<file path="config.mk">
export PLATFORM = sky130hd
export DESIGN_NAME = pipe_ctrl
export DESIGN_NICKNAME = d
export VERILOG_FILES = /design/src/rtl/pipe_ctrl.sv
export SDC_FILE = /design/constraint.sdc
export NUM_CORES = 1
export LEC_CHECK = 0
export BUFFER_PORTS_ARGS = -buffer_cell sky130_fd_sc_hd__buf_2
export CAP_MARGIN = 10
export CORE_ASPECT_RATIO = 0.5
export CORE_MARGIN = 5
export CORE_UTILIZATION = 46
export DETAILED_ROUTE_END_ITERATION = 8
export PLACE_DENSITY = 0.71
export RECOVER_POWER = 100
export SETUP_SLACK_MARGIN = 0.3
export SLEW_MARGIN = 20
export SYNTH_ARGS = -nofsm -noshare
export SYNTH_HDL_FRONTEND = slang
export SYNTH_SLANG_ARGS = --single-unit
</file>
<file path="constraint.sdc">
create_clock -name clk -period 2.8 [get_ports clk]
set_input_delay 0.56 -clock clk [delete_from_list [all_inputs] [get_ports clk]]
set_output_delay 0.56 -clock clk [all_outputs]
set_load 0.05 [all_outputs]
</file>
<file path="src/rtl/pipe_ctrl.sv">
// ---------------------------------------------------------------------------
// pipe_ctrl
//
// Pipeline control unit for the five-stage Y86-64 core. Decides, every cycle,
// which pipeline registers hold their contents (stall) and which get a nop
// injected (bubble). It also gates condition-code writes in execute, tracks
// the run/drain/halt state of the processor, and keeps saturating performance
// counters.
//
// Ports:
//   clk         core clock, all state updates on the rising edge
//   reset       synchronous, active-high reset
//   D_icode     instruction code in the D register
//   E_icode     instruction code in the E register
//   M_icode     instruction code in the M register
//   d_srcA      source register A being decoded (0xF = none)
//   d_srcB      source register B being decoded (0xF = none)
//   E_dstM      memory destination register of the instruction in E
//   e_Cnd       branch condition evaluated in execute
//   m_stat      memory-stage status
//   W_stat      writeback status
//   F_stall     hold the fetch predicted-PC register
//   D_stall     hold the D register
//   W_stall     hold the W register
//   D_bubble    inject a nop into D
//   E_bubble    inject a nop into E
//   M_bubble    inject a nop into M
//   set_cc      allow the condition-code write in execute
//   cpu_state   00 RUN, 01 DRAIN, 10 HALTED
//   cyc_cnt     cycles spent outside HALTED
//   stall_cnt   cycles with a fetch stall outside HALTED
//   bubble_cnt  cycles with any bubble outside HALTED
// ---------------------------------------------------------------------------
module pipe_ctrl #(
   parameter int CNT_W = 32
) (
   input  logic             clk,
   input  logic             reset,
   input  logic [3:0]       D_icode,
   input  logic [3:0]       E_icode,
   input  logic [3:0]       M_icode,
   input  logic [3:0]       d_srcA,
   input  logic [3:0]       d_srcB,
   input  logic [3:0]       E_dstM,
   input  logic             e_Cnd,
   input  logic [3:0]       m_stat,
   input  logic [3:0]       W_stat,
   output logic             F_stall,
   output logic             D_stall,
   output logic             W_stall,
   output logic             D_bubble,
   output logic             E_bubble,
   output logic             M_bubble,
   output logic             set_cc,
   output logic [1:0]       cpu_state,
   output logic [CNT_W-1:0] cyc_cnt,
   output logic [CNT_W-1:0] stall_cnt,
   output logic [CNT_W-1:0] bubble_cnt
);

   localparam logic [3:0] IRET    = 4'h9;
   localparam logic [3:0] IJXX    = 4'h7;
   localparam logic [3:0] IMRMOVQ = 4'h5;
   localparam logic [3:0] IPOPQ   = 4'hB;
   localparam logic [3:0] IOPQ    = 4'h6;
   localparam logic [3:0] RNONE   = 4'hF;
   localparam logic [3:0] SHLT    = 4'h2;
   localparam logic [3:0] SADR    = 4'h3;
   localparam logic [3:0] SINS    = 4'h4;

   localparam logic [CNT_W-1:0] CNT_ONE = {{(CNT_W-1){1'b0}}, 1'b1};
   localparam logic [CNT_W-1:0] CNT_MAX = {CNT_W{1'b1}};

   typedef enum logic [1:0] {
      ST_RUN    = 2'b00,
      ST_DRAIN  = 2'b01,
      ST_HALTED = 2'b10
   } state_t;

   state_t state;
   state_t state_next;

   logic load_use;
   logic ret_busy;
   logic mispredict;
   logic m_exc;
   logic w_exc;
   logic any_bubble;

   // Hazard detection from the instructions currently occupying D/E/M.
   // A register number of 0xF means "no register", so a load into 0xF can
   // never create a load-use hazard even if the decoder also reads 0xF.
   always_comb begin
      load_use   = ((E_icode == IMRMOVQ) || (E_icode == IPOPQ)) &&
                   (E_dstM != RNONE) &&
                   ((E_dstM == d_srcA) || (E_dstM == d_srcB));
      ret_busy   = (D_icode == IRET) || (E_icode == IRET) || (M_icode == IRET);
      mispredict = (E_icode == IJXX) && !e_Cnd;
      m_exc      = (m_stat == SHLT) || (m_stat == SADR) || (m_stat == SINS);
      w_exc      = (W_stat == SHLT) || (W_stat == SADR) || (W_stat == SINS);
   end

   // Run-state register; reset always lands in RUN regardless of where the
   // machine was.
   always_ff @(posedge clk) begin
      if (reset) begin
         state <= ST_RUN;
      end else begin
         state <= state_next;
      end
   end

   // Next-state logic. An exception reaching W halts the machine; one still
   // in M only drains, since a mispredict or similar may yet squash it.
   always_comb begin
      state_next = state;
      case (state)
         ST_RUN: begin
            if (w_exc) begin
               state_next = ST_HALTED;
            end else if (m_exc) begin
               state_next = ST_DRAIN;
            end
         end
         ST_DRAIN: begin
            if (w_exc) begin
               state_next = ST_HALTED;
            end else if (!m_exc) begin
               state_next = ST_RUN;
            end
         end
         ST_HALTED: begin
            state_next = ST_HALTED;
         end
         default: begin
            state_next = ST_RUN;
         end
      endcase
   end

   // Stall/bubble outputs. Reset flushes the pipe with bubbles and releases
   // all stalls; HALTED freezes everything. In normal operation a load-use
   // stall takes priority over the ret bubble in D so the two never coincide.
   always_comb begin
      F_stall  = 1'b0;
      D_stall  = 1'b0;
      W_stall  = 1'b0;
      D_bubble = 1'b0;
      E_bubble = 1'b0;
      M_bubble = 1'b0;
      set_cc   = 1'b0;
      if (reset) begin
         D_bubble = 1'b1;
         E_bubble = 1'b1;
         M_bubble = 1'b1;
      end else if (state == ST_HALTED) begin
         F_stall  = 1'b1;
         D_stall  = 1'b1;
         W_stall  = 1'b1;
         D_bubble = 1'b1;
         E_bubble = 1'b1;
         M_bubble = 1'b1;
      end else begin
         F_stall  = load_use || ret_busy;
         D_stall  = load_use;
         D_bubble = mispredict || (!load_use && ret_busy);
         E_bubble = mispredict || load_use;
         M_bubble = m_exc || w_exc;
         W_stall  = w_exc;
         set_cc   = (E_icode == IOPQ) && !m_exc && !w_exc;
      end
   end

   assign cpu_state  = state;
   assign any_bubble = D_bubble || E_bubble || M_bubble;

   // Saturating performance counters; nothing advances while halted.
   always_ff @(posedge clk) begin
      if (reset) begin
         cyc_cnt    <= '0;
         stall_cnt  <= '0;
         bubble_cnt <= '0;
      end else if (state != ST_HALTED) begin
         if (cyc_cnt != CNT_MAX) begin
            cyc_cnt <= cyc_cnt + CNT_ONE;
         end
         if (F_stall && (stall_cnt != CNT_MAX)) begin
            stall_cnt <= stall_cnt + CNT_ONE;
         end
         if (any_bubble && (bubble_cnt != CNT_MAX)) begin
            bubble_cnt <= bubble_cnt + CNT_ONE;
         end
      end
   end

endmodule

</file>
# After elaboration in Yosys (flattened, before gate mapping)
# Cells that the tools add are included.
# W data, S select, Z words.
[word_totals]
inputBits = 35
wordCells = 81
memories = 0
latchBits = 0
out_inout_bits = 105
ramBits = 0
ff_bits = 98
mem_bits_ro = 0
[classes]
n_lt_le_gt_ge = 0
n_mux = 19
shift = 0
mul = 0
reduce_logical = 31
eq_ne = 24
n_div = 0
add_sub_neg = 3
bitwise_logic = 0
[ops]
columns = ["operator", "n"]
rows = [
  ["$add A32 B1 Y32 const B", 3],
  ["$ne A32 B32 Y1 const B", 3],
  ["$eq A4 B3 Y1 const B", 5],
  ["$eq A4 B2 Y1 const B", 4],
  ["$eq A4 B4 Y1 const B", 4],
  ["$logic_or A1 B1 Y1", 14],
  ["$mux W1", 14],
  ["$eq A4 B4 Y1", 2],
  ["$logic_and A1 B1 Y1", 8],
  ["$mux W2", 4],
  ["$reduce_and A2 Y1", 4],
  ["$ne A3 B3 Y1 const B", 2],
  ["$pmux W2 S3", 1],
  ["$logic_not A1 Y1", 4],
  ["$ne A4 B4 Y1 const B", 1],
  ["$eq A2 B1 Y1 const B", 1],
  ["$eq A2 B2 Y1 const B", 1],
  ["$logic_not A2 Y1", 1],
  ["$ne A2 B2 Y1 const B", 1],
]

# Depth between registers and ports, before layout
# Gate-level depths: netlist of run 1.
[depth]
depth_word = 13
mapped_depth = 9
ltp_nobuf = 7

# Worst setup path after synthesis of run 1
# Ideal clock, no wire load.
[synth_timing]
path_type = "register to output"
start = "reg state[0] (netlist: cpu_state[0])"
end = "out set_cc"
path_slack_ns = -0.549
path_buffers = 1
path_stages_with_launch = 6
t_required_ns = 2.240
t_arrival_ns = 2.789
cell_sequence = "dfxtp_1 -> nor2b_1 -> clkbuf_1 -> nor2_1 -> nand3b_1 -> nor3b_1"
[synth_via]
elab_chain_cells = 3
[synth_rtl]
columns = ["item", "line_no", "rtl"]
rows = [
  ["start: declaration", "80", "state_t state;"],
  ["start signal: assignment", "109", "state <= state_next;"],
  ["$eq A2 B2 Y1", "156", "end else if (state == ST_HALTED) begin"],
  ["$mux W1", "156", ""],
  ["$mux W1", "152", "if (reset) begin"],
  ["end: declaration", "54", "output logic set_cc,"],
]
# No other way between the ends.

# Worst setup path after layout of run 1
[layout_timing]
start = "in W_stat[1]"
end = "out W_stall"
[layout_via]
elab_chain_cells = 5
elab_cells_between_ends = 7
cone_classes = "3 x eq/ne; 2 x mux; 2 x reduce/logical"
[layout_rtl]
columns = ["item", "line_no", "rtl"]
rows = [
  ["start: declaration", "47", "input logic [3:0] W_stat,"],
  ["$eq A4 B2 Y1", "100", "w_exc = (W_stat == SHLT) || (W_stat == SADR) || (W_stat == SINS);"],
  ["$logic_or A1 B1 Y1", "100", ""],
  ["$logic_or A1 B1 Y1 (*)", "100", ""],
  ["$mux W1 (*)", "156", ""],
  ["$mux W1 (*)", "152", ""],
  ["end: declaration", "50", "output logic W_stall,"],
]
# Mark *: on every way between the ends. The rest lies on a longest branch, timed or not.

==> out/metrics.yaml, run 1 <==
logic_synthesis:
  synth-seq-cells: 98
  yosysMostFrequentCell: "dfxtp_1"
  seq_area_frac_synth_pct: 38.17
  syn-num-nets: 664
  ys_top_cells_by_count: "98 x dfxtp_1, 63 x a21oi_1, 43 x nor2_1"
  yosys-top-cells-area: "dfxtp_1 38%, a21oi_1 6.1%, o31ai_1 4.5%"
  avgSynthCellArea_sq_um: 8.211
  synth_area_sq_mm: 0.005140
  ys.flop_type: "dfxtp_1"
  synth_edf_count: 0
  syn_inst: 626
  async_flop_share_pct: 0
  synth_warnings: 0
  synth_top_area_share_pct: 38.17
  ys_types: 50
  yosysTopAreaCell: "dfxtp_1"
global_routing:
  grt_pass1_wl_um: 23740
  grt_use_total_pct: 20.36
  overflow: 0
  grt_pass1_vias: 4933
  antenna_found_initial: 0
  grt_max_degree: 68
route:
  drt.antenna.violating_nets: 0
  via_per_inst: 5.763
  first_pass_iters: 5
  vias: 5187
  wire_per_inst_um: 15.39
  routed_wl_um: 13850
  drc_errors: 0
  drt_iter0_drc: 268
clock_tree:
  cts_root_buf: "clkbuf_16"
  cts.sinks: 98
  cts-htree-levels: 3
  clock_latency_ns: 0.35
  cts_tree: "done"
  cts_buffers: 9
  clockBufferDepth: 2
  holdBufCountCts: 0
  path_clk_slew_ns: 0.07
worst_setup_path:
  critPathCaptureType: "primary output"
  criticalPathCategory: "in -> out"
  r2r_cells: 7
  worstPathRequired_ns: 2.24
  worstPathArrival_ns: 2.01
  cp_max_fo: 4
  start_kind: "input pin"
status:
  status: "complete, no violations"
placement:
  place.gp.congestion: 0.8543
  placed_cell_area_sq_mm: 0.005954
  post-dp-hpwl_um: 9789
  portBuffers: 139
sta:
  setup_viol: 0
  timing.hold.ws_ns: 0.4920
  relSlewSlack_pct: 7.292
  tightest_slew_ns: 1.391
  fin_worst_skew_ns: 0.009889
  final_hold_viol_count: 0
  fmax_mhz: 389.6
  fin_crit_sh_pct: 91.67
  drv_slew: 0
  setup_tns_ns: 0
  period_needed_ns: 2.567
  rsz0062_at_grt: "false"
worst_hold_path:
  hold_class: "reg -> reg"
  whs_path_depth: 2
layout:
  fillers: 1087
  area_delta_synth_final_pct: 19.86
  final_area_sq_mm: 0.006161
  insertedDiodeCount: 0
  drive_gt1_share_pct: 10.33
  fin_nets: 788
flow_run:
  timing.max_cap.violations: 0
floorplan:
  initial_core_util_pct: 46.96
  placementRows: 27
  die_w_um: 159.5
  die_area_sq_mm: 0.01352
  die_h_um: 84.75
  io_pins: 140
  core_area_sq_mm: 0.01095
power:
  power_density_mw_per_mm2: 504.4
  vdd_ir_drop_max_uv: 267.3
  leakagePower_nw: 1.991
  total_power_mw: 3.108
==> final timing paths <==
| kind | start | endpoint | slack [ns] |
|---|---|---|---|
| setup / recovery | W_stat[1] | W_stall | 0.23 |
| hold / removal | bubble_cnt[23] | bubble_cnt[23] | 0.49 |
| setup reg to reg | bubble_cnt[3] | bubble_cnt[4] | 0.39 |
| hold reg to reg | bubble_cnt[23] | bubble_cnt[23] | 0.49 |
==> metrics by stage <==
stage	worst slack, ns	cells	util, %
after floorplan	0.07825	626	-
after global placement	0.2936	884	54.40
after detailed placement	0.2132	884	54.40
after CTS	0.3704	900	57.48
after global routing	0.1640	900	56.29
final	0.2332	900	56.29
==> power by group <==
| group | internal, mW | switching [mW] |
|---|---|---|
| logic | 0.0823 | 0.207 |
| clock network | 0.836 | 0.555 |
| registers | 1.41 | 0.0202 |
==> kinds of logic (layout without fill, tap and decap cells) <==
family	Yosys count	in the layout	share of synthesized area, %
AO/OA/AOI/OAI	142	142	16.70
XOR/XNOR	36	36	6.135
adder cells (fa/ha/maj)	3	3	0.7304
buffers and inverters	50	179	4.406
flip-flops	98	98	38.17
multiplexers	5	5	1.095
AND/OR/NAND/NOR	292	292	32.77
==> layout make-up <==
| type | count | area, sq um | area share (%) |
|---|---|---|---|
| multi-input cells | 478 | 2974 | 48.27 |
| flip-flops and latches | 98 | 1962 | 31.84 |
| repair buffers | 151 | 661.9 | 10.74 |
| clock buffers | 11 | 252.7 | 4.102 |
| well taps | 145 | 181.4 | 2.945 |
| clock inverters | 5 | 83.83 | 1.361 |
| inverters | 12 | 45.04 | 0.7311 |
==> metal layers <==
metal	up-vias	global-route usage [%]	part of all wire, %	routed length, um
li1	2602	-	-	-
met1	2468	25.66	45	6288
met2	97	34.64	48	6709
met3	20	5.493	4.9	681
met4	0	5.573	1.2	173
met5	-	0	0	0
==> registers in the layout (all words and copies together), names as in the netlist <==
name        flops
stall_cnt      32
cpu_state       2
bubble_cnt     32
cyc_cnt        32
==> worst max-delay path, cell delays in order <==
cell and delay, ns:
buf_2 0.10, or3b_1 0.36, a21oi_1 0.29, nor2_1 0.10
nor2_1 0.10, clkbuf_1 0.49
==> cells in the final DEF (no fill, tap or decap), drive strengths merged, types with 3 or more instances in the layout <==
cell type / instances
nor2: 43
buf: 44
nor4bb: 3
and4: 14
ha: 3
a21oi: 63
nor3b: 3
inv: 13
xnor2: 15
xor2: 21
or4: 30
o211ai: 3
nor4: 4
nand3: 34
dfxtp: 98
nand4: 35
clkbuf: 118
nand2: 35
o31ai: 31
o2111ai: 3
nor2b: 5
mux2i: 3
nand2b: 4
o21ai: 34
or3: 32
and3: 19
nor3: 14
and2: 6
==> what timing repair did <==
| action | 4_1_cts | 5_1_grt |
|---|---|---|
| hold endpoints to repair | 0 | 0 |
| endpoints found under the setup margin | 0 | 6 |
| resized for setup | 0 | 7 |
| setup buffers | 0 | 0 |
(Power assumes the default switching activity.)
==> run 2, diff against run 1 <==
Settings changed: ABC_AREA set to 1, PLACE_DENSITY 0.71 to 0.69.
==> run 2 against run 1 <==
Effect of this change:
- routed wire length increased by 42%
- sequential power about the same
- global-route usage increased by 2.7 points
- sequential share of layout area decreased by 6.0 points
- clock power decreased by 14%
- synthesized cell count increased by 76%
- cell count increased by 59%
- first-iteration DRC count increased by 110%
- via count increased by 43%
- worst hold slack got worse by 0.0044 ns
- largest power group unchanged
==> out/metrics.yaml, run 2 <==
placement:
  place.gp.congestion: 0.9611
  place_ws_ns: 0.3489
  dp.cells: 1413
  placed_cell_area_sq_mm: 0.007468
  portBuffers: 139
  post-dp-hpwl_um: 14920
worst_setup_path:
  worstPathArrival_ns: 1.95
  worstPathRequired_ns: 2.24
  crit_family: "buffers and inverters"
  crit_end: "D_stall"
  critPathCaptureType: "primary output"
  crit_chain: "clkbuf_1 -> clkbuf_2 -> a21oi_2 -> clkbuf_1"
  critical_path_cell_count: 4
  cp_max_fo: 38
  cp_slowest_cell: "clkbuf_2"
  cpMostUsedCell: "clkbuf_1"
  slowest_delay_ns: 0.51
  timing.rr.end: "bubble_cnt[11]"
  crit_buf_inv: 3
  start_kind: "input pin"
  critPathLaunch: "reset"
  criticalPathCategory: "in -> out"
  r2r_cells: 11
  r2r-start: "bubble_cnt[0]"
  reg2reg_slack_ns: 0.41
logic_synthesis:
  ys_top_cells_by_count: "392 x nand2_1, 169 x nor2_1, 98 x dfxtp_1"
  syn-num-nets: 1141
  yosysTopAreaCell: "dfxtp_1"
  seq_area_frac_synth_pct: 29.63
  syn_inst: 1103
  synth_area_sq_mm: 0.006621
  avgSynthCellArea_sq_um: 6.003
  synth_edf_count: 0
  yosysMostFrequentCell: "nand2_1"
  synth-seq-cells: 98
  yosys-top-cells-area: "dfxtp_1 30%, nand2_1 22%, nor2_1 9.6%"
  synth_top_area_share_pct: 29.63
  ys.flop_type: "dfxtp_1"
  ys_types: 32
  async_flop_share_pct: 0
  synth_warnings: 0
clock_tree:
  cts_root_buf: "clkbuf_16"
  cts.sinks: 98
  cts-htree-levels: 3
  cts_buffers: 9
  post_cts_buffers: 0
  holdBufCountCts: 0
  path_clk_slew_ns: 0.07
  ctsResizeCount: 0
  clockBufferDepth: 2
  cts_tree: "done"
  clock_latency_ns: 0.34
sta:
  tightest_slew_ns: 0.8522
  fmax_mhz: 398.4
  setup_viol: 0
  worst_slack_ns: 0.2903
  timing.hold.ws_ns: 0.4877
  relSlewSlack_pct: 43.18
  fin_worst_skew_ns: 0.01415
  period_needed_ns: 2.510
  drv_slew: 0
  fin_crit_sh_pct: 89.63
  final_hold_viol_count: 0
  rsz0062_at_grt: "false"
  setup_tns_ns: 0
floorplan:
  placementRows: 31
  die_h_um: 94.84
  die_w_um: 179.7
  io_pins: 140
  core_area_sq_mm: 0.01427
  die_area_sq_mm: 0.01704
  initial_core_util_pct: 46.39
status:
  status: "complete, no violations"
global_routing:
  grt_pass1_wl_um: 33180
  grt_use_total_pct: 23.05
  antenna_found_initial: 0
  grt_max_degree: 42
  overflow: 0
  grt_pass1_vias: 7013
layout:
  fin_nets: 1264
  fin_cells: 1429
  reg_top3: "bubble_cnt (32), cyc_cnt (32), stall_cnt (32)"
  final_common_cell: "nand2_1"
  final_area_sq_mm: 0.007587
  area_delta_synth_final_pct: 14.59
  drive_gt1_share_pct: 6.905
  fillers: 1511
  final_cell_mix: "393 x nand2_1, 169 x nor2_1, 105 x clkbuf_1"
  insertedDiodeCount: 0
worst_hold_path:
  hold_class: "reg -> reg"
route:
  drt_iter0_drc: 559
  drc_errors: 0
  routed_wl_um: 19720
  wire_per_inst_um: 13.80
  first_pass_iters: 5
  drt.antenna.violating_nets: 0
  via_per_inst: 5.190
  vias: 7416
power:
  leakagePower_nw: 2.780
  vdd_ir_drop_max_uv: 256.3
  power_density_mw_per_mm2: 392.3
flow_run:
  timing.max_cap.violations: 0
-- run 2: changes by cell type after synthesis, moves of 13 or more --
cell / before / now
nand3b_1: 2 / 25
o21ai_1: 15 / 2
a21oi_1: 63 / 81
nand2_1: 35 / 392
or3_1: 32 / 0
and4_1: 14 / 0
o31ai_1: 31 / 0
nor2_1: 43 / 169
inv_1: 12 / 86
and3_1: 19 / 2
or4_1: 30 / 0
nand4_1: 35 / 69
-- run 2: kinds of logic after synthesis --
group,count (synthesis),synth area share [%]
and+or+nand+nor,731,48.17
AOI/OAI and AO/OA,97,7.559
adders and majority gates,3,0.5670
xor gates and xnor gates,43,5.688
DFF,98,29.63
buffers and inverters,131,8.390
-- run 2: worst min-delay path by stage --
stage                             from           end  depth (start not counted)
after floorplan             cyc_cnt[5]    cyc_cnt[5]                          1
after global placement    cpu_state[1]  cpu_state[0]                          1
after detailed placement  cpu_state[1]  cpu_state[0]                          1
after CTS                 cpu_state[1]  cpu_state[0]                          1
after global routing      cpu_state[1]  cpu_state[0]                          1
final                     cpu_state[1]  cpu_state[0]                          1
-- run 2: power breakdown --
part / leakage [nW] / internal (mW) / switching [mW]
combinational: 1.86 / 0.0834 / 0.276
sequential: 0.791 / 1.41 / 0.0222
clock: 0.131 / 0.628 / 0.559
-- run 2: metrics by stage --
stage                     total power [mW]  utilization, %
after floorplan                      1.732               -
after CTS                            3.019           54.29
after detailed placement             1.830           52.32
after global routing                 3.115           53.16
after global placement               1.824           52.32
final                                2.976           53.16
-- run 2: layout make-up --
class,instances,area (sq um),area share [%]
tap,198,247.7,3.265
multi-input combinational,874,4101,54.06
clock buffer,10,239.0,3.150
clock inverter,6,41.29,0.5442
sequential,98,1962,25.86
timing repair buffer,154,661.9,8.724
inverter,89,334.1,4.403
-- run 2: metal layers --
metal | GRT usage (%) | part of all wire, % | up-vias
li1 | - | - | 3798
met1 | 28.45 | 46 | 3403
met2 | 41.26 | 48 | 184
met3 | 5.040 | 4.5 | 31
met4 | 6.337 | 1.6 | 0
met5 | 0 | 0 | -
-- run 2: worst reg2reg max path, stage by stage, from the launching register on --
cell      delay [ns]
dfxtp_1         0.52
ha_1            0.25
nand2_1         0.08
nor2_1          0.26
nand2_1         0.17
nor2_4          0.16
nand4_2         0.14
clkbuf_2        0.34
nand3_1         0.17
nand2_1         0.06
nand2_1         0.05
nor2_1          0.04
